**config.mk**
```make
export PLATFORM = sky130hd
export DESIGN_NAME = hazard_scoreboard
export DESIGN_NICKNAME = d
export VERILOG_FILES = /design/src/rtl/hazard_pkg.sv /design/src/rtl/sb_match.sv /design/src/rtl/hazard_scoreboard.sv
export SDC_FILE = /design/constraint.sdc
export NUM_CORES = 1
export LEC_CHECK = 0
export CAP_MARGIN = 20
export CORE_MARGIN = 4
export CORE_UTILIZATION = 26
export DETAILED_ROUTE_END_ITERATION = 10
export GPL_ROUTABILITY_DRIVEN = 0
export HOLD_SLACK_MARGIN = 0.03
export SLEW_MARGIN = 10
export SYNTH_ARGS = -nofsm -noshare
export SYNTH_HDL_FRONTEND = slang
export SYNTH_SLANG_ARGS = --single-unit
```
**constraint.sdc**
```tcl
create_clock -name clk -period 2.8 [get_ports clk]
set_input_delay 0.56 -clock clk [delete_from_list [all_inputs] [get_ports clk]]
set_output_delay 0.56 -clock clk [all_outputs]
set_load 0.03 [all_outputs]
```
**src/rtl/hazard_pkg.sv**
```systemverilog
// Shared types and helpers for the pipeline hazard scoreboard.
// Slots carry a fixed-width destination field so the struct stays unparameterised.
package hazard_pkg;

  localparam int RD_MAX_W = 8;
  localparam int FWD_RF   = 0;

  typedef struct packed {
    logic                valid;
    logic [RD_MAX_W-1:0] rd;
    logic                reg_wr;
    logic                is_load;
  } sb_slot_t;

  function automatic int fwd_width(input int num_stages);
    return $clog2(num_stages + 1);
  endfunction

endpackage

```
**src/rtl/sb_match.sv**
```systemverilog
// Youngest-match / readiness search over the in-flight slots for one source operand.
// A match that is not yet ready reports pending instead of a forward select.
module sb_match
  import hazard_pkg::*;
#(
  parameter int NUM_STAGES = 2,
  parameter int LOAD_LAT   = 1,
  parameter int REG_AW     = 5,
  parameter int FWD_W      = 2
) (
  input  sb_slot_t [NUM_STAGES-1:0] slots,
  input  logic [REG_AW-1:0]         src,
  input  logic                      used,
  output logic [FWD_W-1:0]          fwd,
  output logic                      pending
);

  logic [FWD_W-1:0] fwd_s;
  logic             pending_s;

  // Walk oldest to youngest so the youngest matching slot overwrites the result.
  always_comb begin
    fwd_s     = FWD_W'(FWD_RF);
    pending_s = 1'b0;
    for (int i = NUM_STAGES - 1; i >= 0; i--) begin
      if (slots[i].valid && slots[i].reg_wr && used &&
          (src != {REG_AW{1'b0}}) && (slots[i].rd == RD_MAX_W'(src))) begin
        if (!slots[i].is_load || (i >= LOAD_LAT)) begin
          fwd_s     = FWD_W'(i + 1);
          pending_s = 1'b0;
        end else begin
          fwd_s     = FWD_W'(FWD_RF);
          pending_s = 1'b1;
        end
      end else begin
        fwd_s     = fwd_s;
        pending_s = pending_s;
      end
    end
  end

  assign fwd     = fwd_s;
  assign pending = pending_s;

endmodule

```
**src/rtl/hazard_scoreboard.sv**
```systemverilog
// Shift-register scoreboard of in-flight destinations driving forwarding selects,
// load-use stalls, redirect flushes and saturating event counters.
module hazard_scoreboard
  import hazard_pkg::*;
#(
  parameter int NUM_STAGES = 2,
  parameter int LOAD_LAT   = 1,
  parameter int REG_AW     = 5,
  parameter int CNT_W      = 32,
  localparam int FWD_W     = fwd_width(NUM_STAGES)
) (
  input  logic              clk,
  input  logic              rst,
  input  logic              id_valid,
  input  logic [REG_AW-1:0] id_rs1,
  input  logic [REG_AW-1:0] id_rs2,
  input  logic              id_rs1_used,
  input  logic              id_rs2_used,
  input  logic [REG_AW-1:0] id_rd,
  input  logic              id_reg_wr,
  input  logic              id_is_load,
  input  logic              ex_redirect,
  output logic              stall_f,
  output logic              stall_d,
  output logic              flush_d,
  output logic [FWD_W-1:0]  fwd_a,
  output logic [FWD_W-1:0]  fwd_b,
  output logic [CNT_W-1:0]  stall_cnt,
  output logic [CNT_W-1:0]  flush_cnt
);

  sb_slot_t [NUM_STAGES-1:0] slots_r;
  sb_slot_t                  new_slot_s;
  logic [FWD_W-1:0]          fwd_a_s, fwd_b_s;
  logic                      pend_a_s, pend_b_s;
  logic                      lu_hazard_s, stall_s, issue_s;
  logic [CNT_W-1:0]          stall_cnt_r, flush_cnt_r;

  sb_match #(.NUM_STAGES(NUM_STAGES), .LOAD_LAT(LOAD_LAT), .REG_AW(REG_AW), .FWD_W(FWD_W))
    u_match_a (.slots(slots_r), .src(id_rs1), .used(id_rs1_used), .fwd(fwd_a_s), .pending(pend_a_s));

  sb_match #(.NUM_STAGES(NUM_STAGES), .LOAD_LAT(LOAD_LAT), .REG_AW(REG_AW), .FWD_W(FWD_W))
    u_match_b (.slots(slots_r), .src(id_rs2), .used(id_rs2_used), .fwd(fwd_b_s), .pending(pend_b_s));

  // Redirect outranks a load-use hazard; either one turns the decode slot into a bubble.
  always_comb begin
    lu_hazard_s = id_valid & (pend_a_s | pend_b_s);
    stall_s     = lu_hazard_s & ~ex_redirect;
    issue_s     = id_valid & ~ex_redirect & ~lu_hazard_s;
    new_slot_s  = '0;
    if (issue_s) begin
      new_slot_s.valid   = 1'b1;
      new_slot_s.rd      = RD_MAX_W'(id_rd);
      new_slot_s.reg_wr  = id_reg_wr;
      new_slot_s.is_load = id_is_load;
    end else begin
      new_slot_s = '0;
    end
  end

  assign stall_f   = stall_s;
  assign stall_d   = stall_s;
  assign flush_d   = ex_redirect;
  assign fwd_a     = lu_hazard_s ? FWD_W'(FWD_RF) : fwd_a_s;
  assign fwd_b     = lu_hazard_s ? FWD_W'(FWD_RF) : fwd_b_s;
  assign stall_cnt = stall_cnt_r;
  assign flush_cnt = flush_cnt_r;

  // Slot shift register: older entries always drain regardless of stalls.
  always_ff @(posedge clk or negedge rst) begin
    if (!rst) begin
      slots_r <= '0;
    end else begin
      slots_r[0] <= new_slot_s;
      for (int i = 1; i < NUM_STAGES; i++) begin
        slots_r[i] <= slots_r[i-1];
      end
    end
  end

  // Event counters saturate at all-ones.
  always_ff @(posedge clk or negedge rst) begin
    if (!rst) begin
      stall_cnt_r <= '0;
      flush_cnt_r <= '0;
    end else begin
      if (stall_s && (stall_cnt_r != {CNT_W{1'b1}})) begin
        stall_cnt_r <= stall_cnt_r + CNT_W'(1);
      end else begin
        stall_cnt_r <= stall_cnt_r;
      end
      if (ex_redirect && (flush_cnt_r != {CNT_W{1'b1}})) begin
        flush_cnt_r <= flush_cnt_r + CNT_W'(1);
      end else begin
        flush_cnt_r <= flush_cnt_r;
      end
    end
  end

endmodule

```
After elaboration in Yosys (flattened, before gate mapping)
Cells that the tools add are included.
{"block": "classes", "mul": 0, "n_reduce_logical": 18, "magnitude_cmp": 0, "n_addsub": 2, "div": 0, "n_bitwise": 7, "n_eq_ne": 6, "muxes": 11, "shifts": 0}
{"operator": "adder 32 x 1 -> 32 bit, second input constant", "n": 2}
{"operator": "inequality test 32 bit, second input constant", "n": 2}
{"operator": "equality test 8 x 5 -> 1 bit", "n": 4}
{"operator": "logical AND 1 bit", "n": 16}
{"operator": "two-way mux 2 bit", "n": 6}
{"operator": "two-way mux 11 bit", "n": 1}
{"operator": "nonzero test 5 bit", "n": 2}
{"operator": "AND 1 bit", "n": 4}
{"operator": "two-way mux 1 bit", "n": 4}
{"operator": "inverter 1 bit", "n": 2}
{"operator": "bitwise OR 1 bit", "n": 1}
{"block": "totals", "elab_cells": 53, "n_memories": 0, "regBits": 85, "out_inout_bits": 71, "latchBits": 0, "rom_bits": 0, "input_bits": 23, "ramBits": 0}

Logic depth before layout (Yosys ltp)
{"block": "depth", "ltp_word": 10, "ltp_mapped": 8, "mapped_depth_nobuf": 7}

Hierarchy
From an unflattened synthesis, not the netlist that was laid out.
{"block": "unflattened", "hier_cells": 372, "area_unflattened_um2": 4007.6}
{"mod": "hazard_scoreboard", "area_per_inst_um2": 3619.7, "seq_area_each_um2": 2001.9, "cells_each": 326, "n_inst": 1}
{"mod": "sb_match", "area_per_inst_um2": 193.9, "seq_area_each_um2": 0.0, "cells_each": 23, "n_inst": 2}

Worst setup path after synthesis
No wires, ideal clock.
{"block": "synth_path", "path_type": "input -> output", "startpoint": "in id_rs1[1]", "endpoint": "out fwd_a[1]", "path_buffers": 0, "path_stages": 6, "arrival_ns": 2.730, "required_time_ns": 2.240, "path_slack_ns": -0.490, "path_cell_list": "or4_1 > o21ai_1 > nor4_2 > o21a_1 > a21oi_1 > nor4b_1"}
{"block": "synth_via", "elab_chain_cells": 7, "elab_cells_between_ends": 13, "classes_between": "eq/ne: 2; mux: 4; bitwise: 2; reduce/logical: 5"}
{"item": "start: declaration", "line": "hazard_scoreboard.sv:15", "text": "input logic [REG_AW-1:0] id_rs1,"}
{"item": "nonzero test 5 bit", "line": "sb_match.sv:27", "text": "(src != {REG_AW{1'b0}}) && (slots[i].rd == RD_MAX_W'(src))) begin"}
{"item": "logical AND 1 bit", "line": "sb_match.sv:26", "text": "if (slots[i].valid && slots[i].reg_wr && used &&"}
{"item": "logical AND 1 bit", "line": "sb_match.sv:27"}
{"item": "two-way mux 1 bit", "line": "sb_match.sv:26"}
{"item": "bitwise OR 1 bit", "line": "hazard_scoreboard.sv:47", "text": "lu_hazard_s = id_valid & (pend_a_s | pend_b_s);"}
{"item": "AND 1 bit", "line": "hazard_scoreboard.sv:47"}
{"item": "two-way mux 2 bit (*)", "line": "hazard_scoreboard.sv:64", "text": "assign fwd_a = lu_hazard_s ? FWD_W'(FWD_RF) : fwd_a_s;"}
{"item": "end: declaration", "line": "hazard_scoreboard.sv:26", "text": "output logic [FWD_W-1:0] fwd_a,"}
Every way passes the cells marked *; elsewhere a longest branch is shown, timed or not.

Worst setup path in the final report
{"block": "layout_path", "startpoint": "in id_rs2[1]", "endpoint": "out fwd_b[1]"}
{"block": "layout_via", "elab_chain_cells": 7, "elab_cells_between_ends": 13, "classes_between": "eq/ne: 2; mux: 4; bitwise: 2; reduce/logical: 5"}
{"item": "start: declaration", "line": "hazard_scoreboard.sv:16", "text": "input logic [REG_AW-1:0] id_rs2,"}
{"item": "nonzero test 5 bit", "line": "sb_match.sv:27"}
{"item": "logical AND 1 bit", "line": "sb_match.sv:26"}
{"item": "logical AND 1 bit", "line": "sb_match.sv:27"}
{"item": "two-way mux 1 bit", "line": "sb_match.sv:26"}
{"item": "bitwise OR 1 bit", "line": "hazard_scoreboard.sv:47"}
{"item": "AND 1 bit", "line": "hazard_scoreboard.sv:47"}
{"item": "two-way mux 2 bit (*)", "line": "hazard_scoreboard.sv:65", "text": "assign fwd_b = lu_hazard_s ? FWD_W'(FWD_RF) : fwd_b_s;"}
{"item": "end: declaration", "line": "hazard_scoreboard.sv:27", "text": "output logic [FWD_W-1:0] fwd_b,"}
Marks and branches as above.

==> flow_summary.yaml <==
drt:
  ant_nets: 0
  wl_per_cell_um: 14.4
  vias: 3107
  firstDrtPassIters: 4
  drtIter0Drc: 96
  routed_wl_mm: 9.62
  drc: 0
  via_per_inst: 4.65
global_routing:
  grt-busiest-layer: "met2"
  grt_pass1_wl_mm: 16.1
  globalRouteMet1Util: 0.160
  met2_usage: 0.186
  antenna_found_initial: 0
  grtUsageTotal: 0.119
  grt-ovfl-total: 0
  gr-usage-met3: 0.0352
  grt_max_degree: 80
  grt_pass1_vias: 3162
place:
  hpwl_mm: 7.14
  portBuffers: 93
  place_ws_ps: -423
yosys:
  synth_warnings: 0
  synth-seq-cells: 79
  synth_nets: 375
  synthAdderAreaFrac: 0.00646
  ys.flop_type: "dfrtp_1"
  synth_top_family_by_area: "simple AND/OR/NAND/NOR gates"
  async_reset_ff_frac: 1.00
  yosysUniqueCellTypes: 40
  synth-xor-area-share: 0.185
  syn_inst: 350
  synth_edf_count: 0
  synth_seq_area_share: 0.510
  avgSynthCellArea_um2: 11.1
  syn_area_mm2: 0.00388
  synth_compound_area_frac: 0.0236
  muxShareOfSynthArea: 0.00291
  yosys.area_share.simple: 0.255
final_layout:
  fin_nets: 505
  final_common_cell: "dfrtp_1"
  num_antenna_cells: 0
  drive_gt1_frac: 0.174
  area_growth_pct: 45.7
  final_cell_mix: "dfrtp_1 (79), clkdlybuf4s50_1 (75), xnor2_1 (46)"
critical_path:
  crit_path_start_kind: "primary input"
  cp_data_required_time_ps: 2240
  cp_max_fo: 2
  crit_arrival_ps: 2190
  path_class: "in -> out"
  end_kind: "output port"
floorplan:
  die_w_um: 130
  start_util: 0.266
  core_area_mm2: 0.0146
  ios: 94
  die_height_um: 130
  dieArea_mm2: 0.0169
  fp-row-count: 44
sta:
  fin_crit_sh: 0.983
  worst_pin_slew_ps: 470
  setup_violations: 0
  fmax_mhz: 363
  clock-skew-final_ps: 7.23
  final.setup.worst_slack_ps: 48.2
  finalHoldViolCount: 0
  grt_setup_unrepaired: "true"
  slew_viol_final: 0
  period_minus_slack_ps: 2750
  timing.slew.headroom: 0.685
power:
  leakagePower_nw: 2.48
  ir_worst_vdd_mv: 0.268
  power_frac_seq: 0.437
  power.density_mw_per_mm2: 519
  total_power_mw: 2.93
  p_int_mw: 2.18
  comb_power_share: 0.136
  netSwitchingPower_mw: 0.750
  clockPowerShare: 0.427
  p_sw_frac: 0.256
clocking:
  tritoncts: "yes"
  cts_buffer_depth: 2
  path_clk_slew_ps: 60
  htree_levels: 3
  cts.sinks: 79
  root_buffer: "clkbuf_16"
  cts_made_buffers: 9
  insertion_delay_ps: 330
min_path:
  hold_class: "in -> async"
job:
  maxCapViolations: 0
run_status:
  outcome: "completed"
-- cell type report --
class / instances / area (um^2)
Clock buffer: 10 / 239
Timing Repair Buffer: 126 / 1200
Inverter: 4 / 15.0
Sequential cell: 79 / 1980
Tap cell: 184 / 230
Multi-Input combinational cell: 260 / 1910
Fill cell: 1385 / 8940
Clock inverter: 5 / 82.6
-- stage by stage --
step | std cells | util | area (um^2) | setup TNS, ps | hold WS [ps]
5_1_grt | 668 | 0.387 | 5650 | -62.0 | 203
4_1_cts | 666 | 0.383 | 5590 | 0 | 377
3_3_place_gp | 644 | 0.357 | 5210 | -1350 | 359
3_5_place_dp | 644 | 0.357 | 5210 | -2160 | 364
2_1_floorplan | 350 | - | 3910 | 0 | 264
6_report | 668 | 0.387 | 5650 | 0 | 182
-- metal layers --
metal	vias up	wire [um]
li1	1494	-
met1	1528	4340
met2	76	4760
met3	9	446
met4	0	73
met5	-	0
-- cell families (layout without fill, tap and decap cells) --
family,count (synthesis),count (layout)
DFF,79,79
adders and majority gates,2,2
AOI/OAI and AO/OA,9,9
xor gates and xnor gates,82,82
muxes,1,1
and+or+nand+nor,166,166
buffers and inverters,11,145
-- power groups by stage --
| stage | registers (mW) | logic [mW] | clock network, mW |
|---|---|---|---|
| 2_1_floorplan | 1.37 | 0.108 | 0 |
| 3_3_place_gp | 1.30 | 0.384 | 0 |
| 3_5_place_dp | 1.30 | 0.391 | 0 |
| 4_1_cts | 1.28 | 0.396 | 1.29 |
| 5_1_grt | 1.29 | 0.434 | 1.34 |
| 6_report | 1.28 | 0.399 | 1.25 |
-- synth_stat cells (all sizes together) (2+ instances only) --
library cell | number | area, um^2
and2 | 12 | 75.1
and3 | 7 | 43.8
and4 | 8 | 70.1
buf | 7 | 48.8
dfrtp | 79 | 1980
ha | 2 | 25.0
inv | 4 | 15.0
nand2 | 20 | 75.1
nand3 | 34 | 170
nand4 | 21 | 131
nor2 | 21 | 78.8
nor2b | 4 | 25.0
nor3 | 17 | 105
nor4 | 9 | 98.8
nor4b | 4 | 41.3
o211ai | 2 | 20.0
o21ai | 2 | 10.0
or3 | 3 | 25.0
or4 | 2 | 15.0
xnor2 | 46 | 403
xor2 | 36 | 315
-- registers in the layout (all words and copies together), names as in the netlist --
| register | cells |
|---|---|
| stall_cnt | 32 |
| flush_cnt | 32 |
| slots_r | 15 |
-- repair_timing --
action,CTS,global route
buffers inserted,7,1
pin swaps,9,7
hold buffers,0,0
endpoints found under the setup margin,6,4
gates resized for setup,33,9
-- final timing paths --
| path | from | to | slack, ps | depth (start not counted) |
|---|---|---|---|---|
| min in group clk | slots_r[10] | slots_r[21] | 380 | 0 |
| min reg2reg | slots_r[10] | slots_r[21] | 380 | 0 |
| max | id_rs2[1] | fwd_b[1] | 50 | 8 |
| max reg2reg | stall_cnt[0] | stall_cnt[31] | 530 | 8 |
| min | rst | stall_cnt[21] | 180 | 1 |
| max in group asynchronous | rst | slots_r[14] | 2040 | 2 |
-- critical path, stage by stage --
cell	delay, ps
buf_2	100
or4_4	530
o21ai_4	150
nor4_2	70
o21a_1	210
a21oi_2	150
nor4b_4	230
buf_6	170
Power figures use the tool's default switching activity.
